### src/rtl/gate_truth_table_checker_settle_timer.sv
// Settle-window timer for the gate truth-table checker.
//
// An 8-bit up-counter. It clears to zero on 'clear' and counts while
// 'enable' is high. 'expire' is high while enabled with the count at
// SETTLE_CYCLES-1, which marks the last settle cycle of a vector.
//
// Ports:
//   CLK    - rising-edge clock
//   RST_N  - asynchronous active-low reset
//   clear  - synchronous clear to zero (has priority over enable)
//   enable - count up by one per clock
//   expire - settle window complete

module gate_truth_table_checker_settle_timer #(
   parameter int unsigned SETTLE_CYCLES = 4
) (
   input  logic CLK,
   input  logic RST_N,
   input  logic clear,
   input  logic enable,
   output logic expire
);

   localparam logic [7:0] LAST_COUNT = 8'(SETTLE_CYCLES - 1);

   logic [7:0] count;

   // Free counter: the FSM holds it cleared outside the settle window, so
   // every vector starts counting from zero.
   always_ff @(posedge CLK or negedge RST_N) begin
      if (!RST_N) begin
         count <= 8'd0;
      end else if (clear) begin
         count <= 8'd0;
      end else if (enable) begin
         count <= count + 8'd1;
      end
   end

   assign expire = enable && (count == LAST_COUNT);

endmodule

### config.mk
export PLATFORM = sky130hd
export DESIGN_NAME = gate_truth_table_checker_settle_timer
export DESIGN_NICKNAME = d
export VERILOG_FILES = /design/src/rtl/gate_truth_table_checker_settle_timer.sv
export SDC_FILE = /design/constraint.sdc
export NUM_CORES = 1
export LEC_CHECK = 0
export CAP_MARGIN = 20
export CORE_AREA = 4 4 41 43
export CTS_CLUSTER_DIAMETER = 80
export DETAILED_ROUTE_END_ITERATION = 8
export DIE_AREA = 0 0 45 47
export HOLD_SLACK_MARGIN = 0.02
export PLACE_DENSITY_LB_ADDON = 0.3
export SETUP_SLACK_MARGIN = 0.5
export SYNTH_ARGS = -nofsm -noshare
export SYNTH_HDL_FRONTEND = slang
export SYNTH_SLANG_ARGS = --single-unit
### constraint.sdc
create_clock -name CLK -period 1.9 [get_ports CLK]
set_clock_uncertainty 0.1 [all_clocks]
set_input_delay 0.285 -clock CLK [delete_from_list [all_inputs] [get_ports CLK]]
set_output_delay 0.285 -clock CLK [all_outputs]
set_load 0.05 [all_outputs]
-- Word level (Yosys, flattened, before mapping)
Index checks and enable logic that the tools add are counted.
- register bits: 8
- latch bits: 0
- bits in writable memories: 0
- bits in read-only memories: 0
- bits of input ports: 4
- output and inout port bits: 1
- word-level logic and storage cells: 7
- memories kept: 0
- add/sub/neg operators: 1
- multipliers: 0
- divide/modulo/power cells: 0
- $lt $le $gt $ge: 0
- equality and inequality tests: 1
- shift-type cells: 0
- mux-type cells: 2
- bitwise operators: 0
- reductions and logical operators: 2
- operator list (cell ; count):
    2-to-1 mux 8 bit ; 2
    adder 8 x 1 -> 8 bit, second input constant ; 1
    == test 8 x 2 -> 1 bit, second input constant ; 1
    nonzero test 2 bit ; 1
    logical AND 1 bit ; 1

-- Depth between registers and ports, before layout
- word-level depth: 3
- mapped depth: 4
- mapped depth without buffers: 4

-- Least setup slack after synthesis
OpenSTA, ideal clock, no wires.
- path type: register -> output
- start: reg count[3]
- end: out expire
- arrival: 2.436 ns
- data required time: 1.515 ns
- setup slack: -0.921 ns
- stages on the path, launching flop included: 3
- buffers on the path: 0
- path through: dfrtp_1 or4_1 nor4_1
- word-level cells in the longest chain between the ends: 2
- ends and longest elaborated chain (what ; RTL line ; text):
    start: declaration ; 26 ; logic [7:0] count;
    start signal: assignment ; 36 ; count <= count + 8'd1;
    == test 8 x 2 -> 1 bit ; 40 ; assign expire = enable && (count == LAST_COUNT);
    logical AND 1 bit ; 40 ;
    end: declaration ; 21 ; output logic expire
No other way between the ends.

-- Final worst setup path
- start: reg count[6]
- end: out expire
The elaborated chain is that of the path after synthesis.

==> results.yml <==
critical_path:
  rr_endpoint: "count[6]"
  crit_path_max_fanout: 4
  worst-r2r-cell-count: 6
  arrival_ns: 1.60
  regToRegStartpoint: "count[0]"
  rrSetupSlack_ns: 0.47
  setup.worst_path.end_class: "output port"
  crit_start: "count[6]"
  start_kind: "flip-flop"
  critPathKind: "flip-flop to output port"
  crit_required_ns: 1.51
cells_and_area:
  syn_to_final_growth_pct: 38.0
  final_cell_count_no_fill: 66
  largest_register_ffs: 8
  antennaDiodeCount: 0
  nets: 59
  fill_cells: 124
  top_register: "count"
  drive_gt1_share_pct: 33.3
  fin_util_pct: 44.0
  reg_top3: "count: 8 flops"
clock_tree:
  clk_pin_slew_ns: 0.06
  cts_buffer_depth: 2
  root_buffer: "clkbuf_4"
  numCtsBuffers: 3
  cts_tree: "done"
  numClockSinks: 8
  htree_levels: 1
  clk_latency_ns: 0.26
power:
  power_frac_seq_pct: 51.2
  power_frac_comb_pct: 10.7
  internal-power_mw: 0.266
  p_switching_mw: 0.0864
  clkPwrFrac_pct: 38.1
  max-vdd-ir-drop_mv: 0.384
  p_leak_nw: 0.236
  power_density_nw_per_um2: 615
  power.share.switching_pct: 24.5
sta:
  setup_viol: 1
  whs_ns: 0.209
  worst_slew_pin_slew_ns: 0.375
  finalHoldViolCount: 0
  period_share_pct: 104
  finalSetupTns_ns: -0.0809
  finalMaxSlewViolations: 0
  period_minus_slack_ns: 1.98
  fin_ws_ns: -0.0809
  slew_headroom_pct: 74.9
  rsz0062_at_grt: "yes"
  max_freq_mhz: 505
yosys:
  yosysTopAreaCell: "dfrtp_1"
  synth_flop_cell: "dfrtp_1"
  synth_cell_types: 19
  synthArstFlopShare_pct: 100
  synth-edff-count: 0
  avgSynthCellArea_sq_um: 9.89
  ys_ff_latch: 8
  synth_area_sq_um: 415
  synth_top_area_share_pct: 48.2
  ys_seq_area_share_pct: 48.2
  yosysMostFrequentCell: "dfrtp_1"
  synthTopCellsByCount: "8 x dfrtp_1, 5 x nor2_1, 3 x a21oi_1, 3 x nand2_1, 3 x nand4_1"
  syn_nets: 48
  synth.area.top_cells: "dfrtp_1 48%, ha_1 6.0%, nand4_1 4.5%, nor2_1 4.5%, xnor2_1 4.2%"
  ys_warn_count: 0
  synthCells: 42
route:
  antenna_left: 0
  num_vias: 344
  dr.first_iter.drc_count: 9
  drt-wirelength-per-cell_microns: 13.0
  drtPass1Iterations: 4
  totalWireLength_microns: 855
  post-route-drc-count: 0
  drt-vias-per-instance: 5.21
global_route:
  overflow: 0
  grtUsageTotal_pct: 10.3
  grt_pass1_wl_mm: 1.39
  grt_max_degree: 9
  antenna_found_initial: 0
  grt_pass1_vias: 326
worst_hold_path:
  holdCritPathClass: "input port to async pin"
die:
  num_rows: 13
  io_pins: 5
  dieArea_sq_um: 2120
  start_util_pct: 31.9
  core-area_sq_um: 1300
  die_x_microns: 45
  fp.dieH_microns: 47
run:
  timing.max_cap.violations: 0
place:
  dp_cells: 62
  gp_congestion: 0.703
  dpl_worst_slack_ns: 0.0858
  dpl.hpwl_microns: 632
  io_buffers: 4
run_status:
  violations: "negative setup slack"
  status: "complete, but fails checks"
## power by group through the flow
stage          logic (mW)  registers, mW  clock network [mW]
2_1_floorplan      0.0175          0.183                   0
3_3_place_gp       0.0303          0.184                   0
3_5_place_dp       0.0311          0.184                   0
4_1_cts            0.0357          0.179               0.140
5_1_grt            0.0408          0.181               0.146
6_report           0.0376          0.180               0.134
## kinds of logic after synthesis
logic type,count (synthesis),share of synthesized area (%)
adder cells (fa/ha/maj),2,6.02
buffers and inverters,3,3.61
AND/OR/NAND/NOR,18,23.5
AO/OA/AOI/OAI,6,7.83
XOR/XNOR,4,8.44
flip-flops,8,48.2
multiplexers,1,2.41
## cells in the final DEF, fill, tap and decap left out, types with 2 or more instances in the layout
| master | instances |
|---|---|
| or4_4 | 2 |
| buf_6 | 2 |
| nand2_1 | 2 |
| or3_1 | 2 |
| dfrtp_1 | 7 |
| clkbuf_4 | 3 |
| clkdlybuf4s50_1 | 2 |
| nand4_1 | 3 |
| buf_4 | 2 |
| nor2_1 | 5 |
| xor2_1 | 2 |
| a21oi_2 | 2 |
| ha_1 | 2 |
| o21ai_0 | 2 |
## how the worst max path moves through the flow
stage | endpoint | cells past startpoint
6_report | expire | 3
4_1_cts | expire | 3
3_3_place_gp | expire | 4
3_5_place_dp | count[6] | 5
2_1_floorplan | expire | 2
5_1_grt | expire | 3
## final cells by class
cell class / count / area (sq um) / share of cell area [%]
Tap cell: 15 / 18.8 / 3.28
Multi-Input combinational cell: 31 / 240 / 41.9
Clock buffer: 3 / 22.5 / 3.93
Timing Repair Buffer: 8 / 86.3 / 15.1
Sequential cell: 8 / 201 / 35.2
Inverter: 1 / 3.75 / 0.655
## stage by stage
stage | power, mW | area [sq um]
after floorplan | 0.201 | 434
after CTS | 0.355 | 548
final | 0.352 | 573
after global routing | 0.367 | 573
after detailed placement | 0.215 | 514
after global placement | 0.215 | 514
## repair_timing
item                                    4_1_cts  5_1_grt
hold buffers                                  0        0
setup buffers                                 1        0
endpoints found under the setup margin        5        4
endpoints found under the hold margin         0        0
pin swaps                                     3        0
resized for setup                             3        6
## worst max-delay path, cell delays in order, from the launching register on
cell	delay [ns]
dfrtp_1	0.40
or4_4	0.56
nor4_4	0.20
buf_12	0.18
## per-layer routing
layer  vias to the layer above  part of all wire (%)  global-route usage [%]
li1                        169                     -                       -
met1                       162                    45                    10.6
met2                         9                    45                    15.3
met3                         4                   4.3                    3.45
met4                         0                   4.9                    12.3
met5                         -                     0                       0
Note: power is estimated with default switching activity, not from simulation.
